===== config.mk =====
export PLATFORM = sky130hd
export DESIGN_NAME = cpu_sequencer_flat
export DESIGN_NICKNAME = d
export VERILOG_FILES = /design/src/rtl/cpu_sequencer_if.sv /design/src/rtl/cpu_sequencer.sv /design/src/flat_wrapper.sv
export SDC_FILE = /design/constraint.sdc
export NUM_CORES = 1
export LEC_CHECK = 0
export ABC_CLOCK_PERIOD_IN_PS = 1250
export CAP_MARGIN = 15
export CORE_MARGIN = 1.5
export CORE_UTILIZATION = 38
export CTS_BUF_LIST = sky130_fd_sc_hd__clkbuf_4 sky130_fd_sc_hd__clkbuf_8
export CTS_CLUSTER_SIZE = 40
export DETAILED_ROUTE_END_ITERATION = 10
export PLACE_DENSITY = 0.75
export REMOVE_ABC_BUFFERS = 1
export SLEW_MARGIN = 20
export SYNTH_ARGS = -nofsm -noshare
export SYNTH_HDL_FRONTEND = slang
export SYNTH_SLANG_ARGS = --single-unit
export TNS_END_PERCENT = 10

===== constraint.sdc =====
create_clock -name clk -period 1.25 [get_ports clk]
set_input_delay 0.1875 -clock clk [delete_from_list [all_inputs] [get_ports clk]]
set_output_delay 0.1875 -clock clk [all_outputs]
set_load 0.02 [all_outputs]

===== src/rtl/cpu_sequencer_if.sv =====
// rtl/cpu_sequencer_if.sv - sequencer <-> decoder/bus signal bundle
// master = sequencer, slave = decoder, memory and interrupt logic.
interface cpu_sequencer_if #(
    parameter int STEP_W = 3
);
    logic              ready;
    logic [7:0]        db_in;
    logic              dec_done;
    logic              dec_is_cond;
    logic [STEP_W-1:0] dec_next_cond;
    logic              cc_ok;
    logic              dec_halt;
    logic              dec_prefix;
    logic              irq;
    logic [7:0]        ir;
    logic [STEP_W-1:0] step;
    logic              cb_mode;
    logic              halted;
    logic              irq_ack;
    logic              step_overflow;

    modport master (
        input  ready, db_in, dec_done, dec_is_cond, dec_next_cond, cc_ok,
               dec_halt, dec_prefix, irq,
        output ir, step, cb_mode, halted, irq_ack, step_overflow
    );

    modport slave (
        output ready, db_in, dec_done, dec_is_cond, dec_next_cond, cc_ok,
               dec_halt, dec_prefix, irq,
        input  ir, step, cb_mode, halted, irq_ack, step_overflow
    );
endinterface


===== src/rtl/cpu_sequencer.sv =====
// rtl/cpu_sequencer.sv - IR, micro-step counter, CB mode, HALT and IRQ dispatch
// Decoder outputs are combinational from ir/step, so they are consumed on the same edge.
module cpu_sequencer #(
    parameter int         STEP_W     = 3,
    parameter logic [7:0] RESET_IR   = 8'h00,
    parameter logic [7:0] IRQ_OPCODE = 8'hFF
) (
    input  logic             clk,
    input  logic             reset,
    cpu_sequencer_if.master  bus
);
    typedef enum logic [0:0] {
        S_RUN  = 1'b0,
        S_HALT = 1'b1
    } state_t;

    state_t            state_q, state_d;
    logic [7:0]        ir_q, ir_d;
    logic [STEP_W-1:0] step_q, step_d;
    logic              cb_q, cb_d;
    logic              ack_q, ack_d;
    logic              ovf_q, ovf_d;

    always_ff @(posedge clk or posedge reset) begin
        if (reset) begin
            state_q <= S_RUN;
            ir_q    <= RESET_IR;
            step_q  <= '0;
            cb_q    <= 1'b0;
            ack_q   <= 1'b0;
            ovf_q   <= 1'b0;
        end else begin
            state_q <= state_d;
            ir_q    <= ir_d;
            step_q  <= step_d;
            cb_q    <= cb_d;
            ack_q   <= ack_d;
            ovf_q   <= ovf_d;
        end
    end

    always_comb begin
        state_d = state_q;
        ir_d    = ir_q;
        step_d  = step_q;
        cb_d    = cb_q;
        ack_d   = 1'b0;
        ovf_d   = ovf_q;
        case (state_q)
            S_HALT: begin
                // Wake ignores ready; the opcode prefetched at HALT's done is dropped.
                if (bus.irq) begin
                    state_d = S_RUN;
                    ir_d    = IRQ_OPCODE;
                    step_d  = '0;
                    cb_d    = 1'b0;
                    ack_d   = 1'b1;
                end
            end
            default: begin
                if (bus.ready) begin
                    if (bus.dec_done) begin
                        step_d = '0;
                        if (bus.dec_halt) begin
                            state_d = S_HALT;
                            ir_d    = bus.db_in;
                            cb_d    = 1'b0;
                        end else if (bus.irq && !bus.dec_prefix) begin
                            // Never on the prefix's done, so CB + opcode stay atomic.
                            ir_d  = IRQ_OPCODE;
                            cb_d  = 1'b0;
                            ack_d = 1'b1;
                        end else begin
                            ir_d = bus.db_in;
                            cb_d = bus.dec_prefix;
                        end
                    end else if (bus.dec_is_cond && !bus.cc_ok) begin
                        step_d = bus.dec_next_cond;
                    end else begin
                        step_d = step_q + STEP_W'(1);
                        if (&step_q)
                            ovf_d = 1'b1;
                    end
                end
            end
        endcase
    end

    assign bus.ir            = ir_q;
    assign bus.step          = step_q;
    assign bus.cb_mode       = cb_q;
    assign bus.halted        = (state_q == S_HALT);
    assign bus.irq_ack       = ack_q;
    assign bus.step_overflow = ovf_q;
endmodule


===== src/flat_wrapper.sv =====
// flat-port wrapper written by rule: the top's interface ports become plain ports
module cpu_sequencer_flat 
#(
    parameter int         STEP_W     = 3,
    parameter logic [7:0] RESET_IR   = 8'h00,
    parameter logic [7:0] IRQ_OPCODE = 8'hFF
)
  (clk, reset, bus_ready, bus_db_in, bus_dec_done, bus_dec_is_cond, bus_dec_next_cond, bus_cc_ok, bus_dec_halt, bus_dec_prefix, bus_irq, bus_ir, bus_step, bus_cb_mode, bus_halted, bus_irq_ack, bus_step_overflow);
  cpu_sequencer_if #(.STEP_W(STEP_W)) bus_i ();
  input  logic clk;
  input  logic reset;
  input wire logic [$bits(bus_i.ready)-1:0] bus_ready;
  input wire logic [$bits(bus_i.db_in)-1:0] bus_db_in;
  input wire logic [$bits(bus_i.dec_done)-1:0] bus_dec_done;
  input wire logic [$bits(bus_i.dec_is_cond)-1:0] bus_dec_is_cond;
  input wire logic [$bits(bus_i.dec_next_cond)-1:0] bus_dec_next_cond;
  input wire logic [$bits(bus_i.cc_ok)-1:0] bus_cc_ok;
  input wire logic [$bits(bus_i.dec_halt)-1:0] bus_dec_halt;
  input wire logic [$bits(bus_i.dec_prefix)-1:0] bus_dec_prefix;
  input wire logic [$bits(bus_i.irq)-1:0] bus_irq;
  output wire logic [$bits(bus_i.ir)-1:0] bus_ir;
  output wire logic [$bits(bus_i.step)-1:0] bus_step;
  output wire logic [$bits(bus_i.cb_mode)-1:0] bus_cb_mode;
  output wire logic [$bits(bus_i.halted)-1:0] bus_halted;
  output wire logic [$bits(bus_i.irq_ack)-1:0] bus_irq_ack;
  output wire logic [$bits(bus_i.step_overflow)-1:0] bus_step_overflow;
  assign bus_i.ready = bus_ready;
  assign bus_i.db_in = bus_db_in;
  assign bus_i.dec_done = bus_dec_done;
  assign bus_i.dec_is_cond = bus_dec_is_cond;
  assign bus_i.dec_next_cond = bus_dec_next_cond;
  assign bus_i.cc_ok = bus_cc_ok;
  assign bus_i.dec_halt = bus_dec_halt;
  assign bus_i.dec_prefix = bus_dec_prefix;
  assign bus_i.irq = bus_irq;
  assign bus_ir = bus_i.ir;
  assign bus_step = bus_i.step;
  assign bus_cb_mode = bus_i.cb_mode;
  assign bus_halted = bus_i.halted;
  assign bus_irq_ack = bus_i.irq_ack;
  assign bus_step_overflow = bus_i.step_overflow;
  cpu_sequencer #(.STEP_W(STEP_W), .RESET_IR(RESET_IR), .IRQ_OPCODE(IRQ_OPCODE)) u_core (.clk(clk), .reset(reset), .bus(bus_i));
endmodule

==> impl_metrics.csv, run 1 <==
group,metric,value,unit
run_status,status,"finished, violations left",
synth,synth-compound-area-share,7.235,%
sta,tightest_slew,0.3421,ns
run_status,violations,"setup timing",
sta,slew_headroom,77.09,%
floorplanning,rows,16,
sta,drv_slew,0,
sta,finalHoldViolCount,0,
synth,synth_cell_types,20,
sta,finalCriticalPeriod,1.363,ns
critical_path,critical_path.max_fanout,8,
drt,num_vias,637,
grt,grt_usage,17.53,%
critical_path,crit_slowest_cell,"dfrtp_2",
finish,layout.nets,131,
synth,ys_seq_area_share,48.23,%
drt,routed_wl,1.809,mm
synth,synth.avg_cell_area,12.76,um^2
floorplanning,io_pins,35,
cts,root_buffer,"clkbuf_4",
finish,layout_common_cells,"clkdlybuf4s50_1 (19), dfrtp_1 (14), dlygate4sd2_1 (13), mux2_4 (9), buf_4 (9)",
sta,fmax,0.7338,GHz
finish,drive_above_1_share,27.78,%
placement,place_ws,-0.3286,ns
floorplanning,initial_core_util,40.08,%
synth,ys_seq_elements,15,
cts,clkTransAtPathRegs,0.09,ns
critical_path,crit_type,"reg2reg",
placement,gp_congestion,0.7164,
job,drv_cap,0,
finish,multi_input_area,371.6,um^2
grt,grt_pass1_vias,616,
grt,grt_first_pass_wirelength,2.753,mm
sta,fin_ws,-0.1127,ns
placement,dpl.hpwl,1.437,mm
finish,diodes,0,
drt,remaining_drc_errors,0,
finish,final_common_cell,"clkdlybuf4s50_1",
grt,grt_max_degree,16,
drt,drt-initial-drc-count,7,
critical_path,end_kind,"flip-flop",
drt,drtAntennaViolNets,0,
sta,fin_crit_sh,109.0,%
grt,grt_use_met2,30.00,%
sta,rsz0062_at_grt,"true",
finish,instances_no_fill,135,
cts,clockBufferDepth,2,
grt,use_met1,21.74,%
synth,yosysTopAreaCell,"dfrtp_1",
drt,viasPerCell,4.719,
power,vdd_drop_max,817.1,uV
synth,synth_top_area_share,48.23,%
power,p_leak,0.5949,nW
sta,clock_skew,0.007133,ns
grt,antenna_found_initial,0,
critical_path,cpPeakStageDelay,0.47,ns
finish,regArea,376.6,um^2
synth,yosysWarnings,0,
critical_path,rr_startpoint,"u_core.bus.halted",
synth,yosys-top-cells-area,"dfrtp_1 (48%), mux2_4 (17%), or3_1 (6.4%)",
drt,drt_pre_antenna_iters,4,
min_path,hold_class,"in2async",
grt,grt_use_met3,6.667,%
synth,synth_area,778.2,um^2
floorplanning,die_w,48.26,um
synth,synth_top_family_by_area,"multiplexers",
critical_path,cp-startpoint,"u_core.bus.halted",
synth,synth-xor-area-share,0,%
grt,gr-max-usage-layer,"met2",
cts,cts_max_level,1,
grt,gr-total-overflow,0,
cts,cts_tree,"yes",
finish,n_fill_cell,173,
synth,syn_inst,61,
floorplanning,die_h,48.26,um
critical_path,arrival,1.53,ns
cts,postCtsHoldBufs,0,
cts,cts_buffers,3,
critical_path,cp.required,1.42,ns
sta,setup_viol,10,
floorplanning,coreArea,0.001942,mm^2
critical_path,crit_chain,"buf_6 > or3_1 > mux2_4",
placement,portBuffers,34,
cts,clk_latency,0.28,ns
power,power_density,1192,mW/mm^2
critical_path,start_kind,"flip-flop",
cts,cts_num_sinks,15,
synth,yosys.area_share.simple,15.76,%
cts,cts_setup_buffers,0,
synth,synth-adder-area-share,3.215,%
synth,synthMuxAreaShare,21.22,%
drt,wl_per_cell,13.40,um
floorplanning,die-area,0.002329,mm^2
placement,dp.cells,131,
finish,area_delta_synth_final,59.49,%
[power breakdown]
part | switching [mW] | internal, mW
sequential | 0.0585 | 0.570
clock | 0.149 | 0.146
combinational | 0.246 | 0.310
total | 0.453 | 1.03
[what timing repair did]
action,in CTS,in global routing
resized for setup,17,6
endpoints found under the setup margin,26,14
pin swaps,1,1
[final timing paths]
check                                      endpoint  slack (ns)  cells past startpoint
min                               u_core.bus.halted        0.20                      3
max in group asynchronous         u_core.bus.halted        0.87                      3
max reg2reg                        u_core.bus.ir[3]       -0.11                      3
max                                u_core.bus.ir[3]       -0.11                      3
min in group clk           u_core.bus.step_overflow        0.48                      1
min reg2reg                u_core.bus.step_overflow        0.48                      1
[routing by layer]
metal	routed length (um)	up-vias	share of wire, %
met5	0	-	0
met4	7	0	0.39
met3	75	2	4.1
met2	967	16	53
met1	759	307	42
li1	-	312	-
[flip-flops by register name (all words and copies together) (netlist names)]
signal	flops
u_core.bus.cb_mode	1
u_core.bus.halted	1
u_core.bus.irq_ack	1
u_core.bus.step	3
u_core.bus.step_overflow	1
u_core.bus.ir	8
[area by class of cell]
cell class	instances	area share (%)
clock buffer	4	2.419
timing repair buffer	45	33.67
sequential	15	30.34
inverter	3	0.9073
tap	27	2.722
multi-input combinational	41	29.94
[cell families (layout without fill, tap and decap cells)]
kind of cell | after synthesis | in the layout
fa+ha+maj | 2 | 2
flops | 15 | 15
mux | 12 | 12
simple gates | 19 | 19
buf+inv | 5 | 52
compound gates | 8 | 8
[critical path: cells and delay by family, from the launching register on]
family / cells / cell delay [ns]
buffers and inverters: 1 / 0.15
DFF: 1 / 0.47
muxes: 1 / 0.26
and+or+nand+nor: 1 / 0.37
[through the flow]
stage                     area [um^2]  total power, mW  utilization [%]  setup TNS, ns  hold slack, ns
after floorplan                 755.7           0.9302                -         -3.789         0.08898
after global placement           1225            1.242            63.08         -3.457          0.4677
after detailed placement         1225            1.256            63.08         -3.787          0.4591
after CTS                        1241            1.496            63.92         -1.030          0.1953
after global routing             1241            1.575            63.92         -1.517          0.2303
final                            1241            1.479            63.92         -1.012          0.1964
[cells in the mapped netlist, drive strengths merged]
cell type  instances
dfrtp             15
nand2              2
buf                2
nor3b              2
or3                8
mux2i              3
or2b               1
ha                 2
a31o               1
nor2b              3
o21ai              4
inv                3
nand3              1
mux2               9
a22o               2
nand3b             1
o211a              1
nor2               1
Note: power is estimated with default switching activity, not from simulation.
==> inputs of run 2 (changes only) <==
- CTS_CLUSTER_SIZE: 40 -> 28
- HOLD_SLACK_MARGIN: unset -> 0.08
==> results of run 2 <==
The final DEF is identical to that of run 1; final timing and power are the same.
==> inputs of run 3 (changes only) <==
- CAP_MARGIN: 15 -> 20
- CELL_PAD_IN_SITES_DETAIL_PLACEMENT: unset -> 1
- CELL_PAD_IN_SITES_GLOBAL_PLACEMENT: unset -> 1
- CORE_ASPECT_RATIO: unset -> 0.6
- CORE_UTILIZATION: 38 -> 29
- SLEW_MARGIN: 20 -> 10
==> impl_metrics.csv, run 3 (synthesis gave the netlist of run 1 again) <==
group,metric,value,unit
grt,antenna_found_initial,0,
finish,largest_reg_flops,8,
floorplanning,rows,14,
critical_path,cp-endpoint,"u_core.bus.ir[3]",
sta,finalHoldViolCount,0,
cts,cts_max_level,1,
critical_path,cp-startpoint,"bus_ready",
drt,drtAntennaViolNets,0,
drt,num_vias,643,
placement,placed_cell_area,0.001224,mm^2
critical_path,end_kind,"flip-flop",
cts,clockBufferDepth,2,
run_status,violations,"setup timing",
critical_path,cpPeakStageDelay,0.50,ns
critical_path,r2r-end,"u_core.bus.ir[3]",
grt,gr-total-overflow,0,
floorplanning,die_w,69.88,um
sta,setup_viol,9,
cts,cts_buffers,3,
placement,gp_congestion,0.7694,
cts,postCtsHoldBufs,0,
placement,portBuffers,34,
floorplanning,die_h,43.13,um
placement,dpl.hpwl,1.579,mm
critical_path,start_kind,"input pin",
sta,finalCriticalPeriod,1.364,ns
sta,slew_headroom,74.29,%
finish,stdcell_area,0.001270,mm^2
floorplanning,initial_core_util,30.85,%
floorplanning,io_pins,35,
sta,setup_tns,-0.9870,ns
drt,wl_per_cell,14.30,um
power,p_leak,0.6086,nW
critical_path,rr_startpoint,"u_core.bus.halted",
critical_path,arrival,1.49,ns
sta,tightest_slew,0.3840,ns
cts,root_buffer,"clkbuf_8",
floorplanning,coreArea,0.002522,mm^2
sta,clock_skew,0.003602,ns
grt,grt_first_pass_wirelength,3.291,mm
critical_path,crit_chain,"clkdlybuf4s50_1 > nor2b_2 > a22o_1 > buf_12 > mux2_4",
critical_path,critical_path.max_fanout,10,
floorplanning,die-area,0.003014,mm^2
critical_path,critical_path.top_delay_family,"buffers and inverters",
sta,fin_ws,-0.1139,ns
grt,grt_usage,14.57,%
finish,diodes,0,
critical_path,crit_type,"in2reg",
sta,rsz0062_at_grt,"true",
finish,layout.nets,131,
critical_path,crit_slowest_cell,"clkdlybuf4s50_1",
finish,drive_above_1_share,27.78,%
drt,drt_pre_antenna_iters,3,
cts,clk_latency,0.25,ns
finish,layout_common_cells,"clkdlybuf4s50_1 (19), dlygate4sd2_1 (15), dfrtp_1 (14), mux2_4 (9), buf_4 (9)",
power,vdd_drop_max,566.3,uV
critical_path,rr_worst_depth,4,
sta,fin_crit_sh,109.1,%
critical_path,cp.depth,5,
grt,grt_max_degree,16,
run_status,status,"finished, violations left",
drt,drt-initial-drc-count,27,
cts,cts_tree,"yes",
job,drv_cap,0,
sta,fmax,0.7332,GHz
drt,routed_wl,2.002,mm
drt,viasPerCell,4.593,
sta,drv_slew,0,
critical_path,r2r_slack,-0.10,ns
drt,remaining_drc_errors,0,
critical_path,crit_buf_inv,2,
cts,clkTransAtPathRegs,0.06,ns
critical_path,cp.required,1.38,ns
min_path,hold_class,"in2async",
cts,cts_num_sinks,15,
power,power_density,1239,mW/mm^2
grt,grt_pass1_vias,707,
finish,area_delta_synth_final,63.18,%
finish,final_common_cell,"clkdlybuf4s50_1",
==> run 3: cell types whose count changed in the layout (fill, tap and decap cells not counted) <==
| cell | change |
|---|---|
| clkbuf_4 | -4 |
| clkbuf_8 | +3 |
| dlygate4sd2_1 | +2 |
| clkbuf_2 | -1 |
| clkdlybuf4s15_1 | -1 |
| clkinv_2 | +1 |
| mux2i_1 | -1 |
| mux2i_2 | +1 |
==> run 3: worst min path at each step <==
stage                               end  slack, ns  cells past startpoint                     start
6_report             u_core.bus.step[0]       0.24                      3                     reset
5_1_grt              u_core.bus.step[0]       0.30                      3                     reset
4_1_cts              u_core.bus.step[0]       0.25                      3                     reset
3_5_place_dp   u_core.bus.step_overflow       0.47                      1  u_core.bus.step_overflow
3_3_place_gp   u_core.bus.step_overflow       0.46                      1  u_core.bus.step_overflow
2_1_floorplan        u_core.bus.cb_mode       0.09                      1                     reset
==> run 3: report_power, final <==
group / internal [mW] / switching [mW] / total [mW]
clock network: 0.221 / 0.162 / 0.382
logic: 0.311 / 0.251 / 0.562
registers: 0.572 / 0.0579 / 0.630
total: 1.10 / 0.471 / 1.57
==> run 3: repair_timing <==
item / in CTS / in global routing
gates resized for setup: 20 / 1
setup buffers: 0 / 1
cloned: 0 / 0
setup endpoints to repair: 27 / 12
pin swaps: 0 / 1
==> run 3: per-stage QoR <==
stage / power (mW) / hold WS, ns / util [%] / instances / setup WS [ns]
4_1_cts: 1.596 / 0.2451 / 49.90 / 139 / -0.1185
2_1_floorplan: 0.9302 / 0.08898 / - / 59 / -0.3968
3_5_place_dp: 1.256 / 0.4702 / 48.51 / 135 / -0.3494
6_report: 1.574 / 0.2383 / 50.35 / 140 / -0.1139
5_1_grt: 1.674 / 0.2963 / 50.35 / 140 / -0.1518
3_3_place_gp: 1.243 / 0.4599 / 48.51 / 135 / -0.3206
==> run 3: final cells by class <==
cell class / instances / area, um^2
clock buffers: 3 / 41.29
inverters: 3 / 11.26
repair buffers: 45 / 420.4
flip-flops and latches: 15 / 376.6
multi-input cells: 41 / 375.4
well taps: 32 / 40.04
clock inverters: 1 / 5.005
fillers: 274 / 1252
==> run 3: routing by layer <==
| metal | up-vias | share of wire [%] | global-route usage (%) |
|---|---|---|---|
| met4 | 0 | 0 | 2.308 |
| li1 | 311 | - | - |
| met2 | 17 | 45 | 22.48 |
| met3 | 0 | 6.2 | 6.888 |
| met1 | 315 | 49 | 19.08 |
| met5 | - | 0 | 0 |
==> run 3: tightest hold or removal path, cell delays in order <==
cell and delay, ns:
clkdlybuf4s50_1 0.40, inv_1 0.05, buf_4 0.21
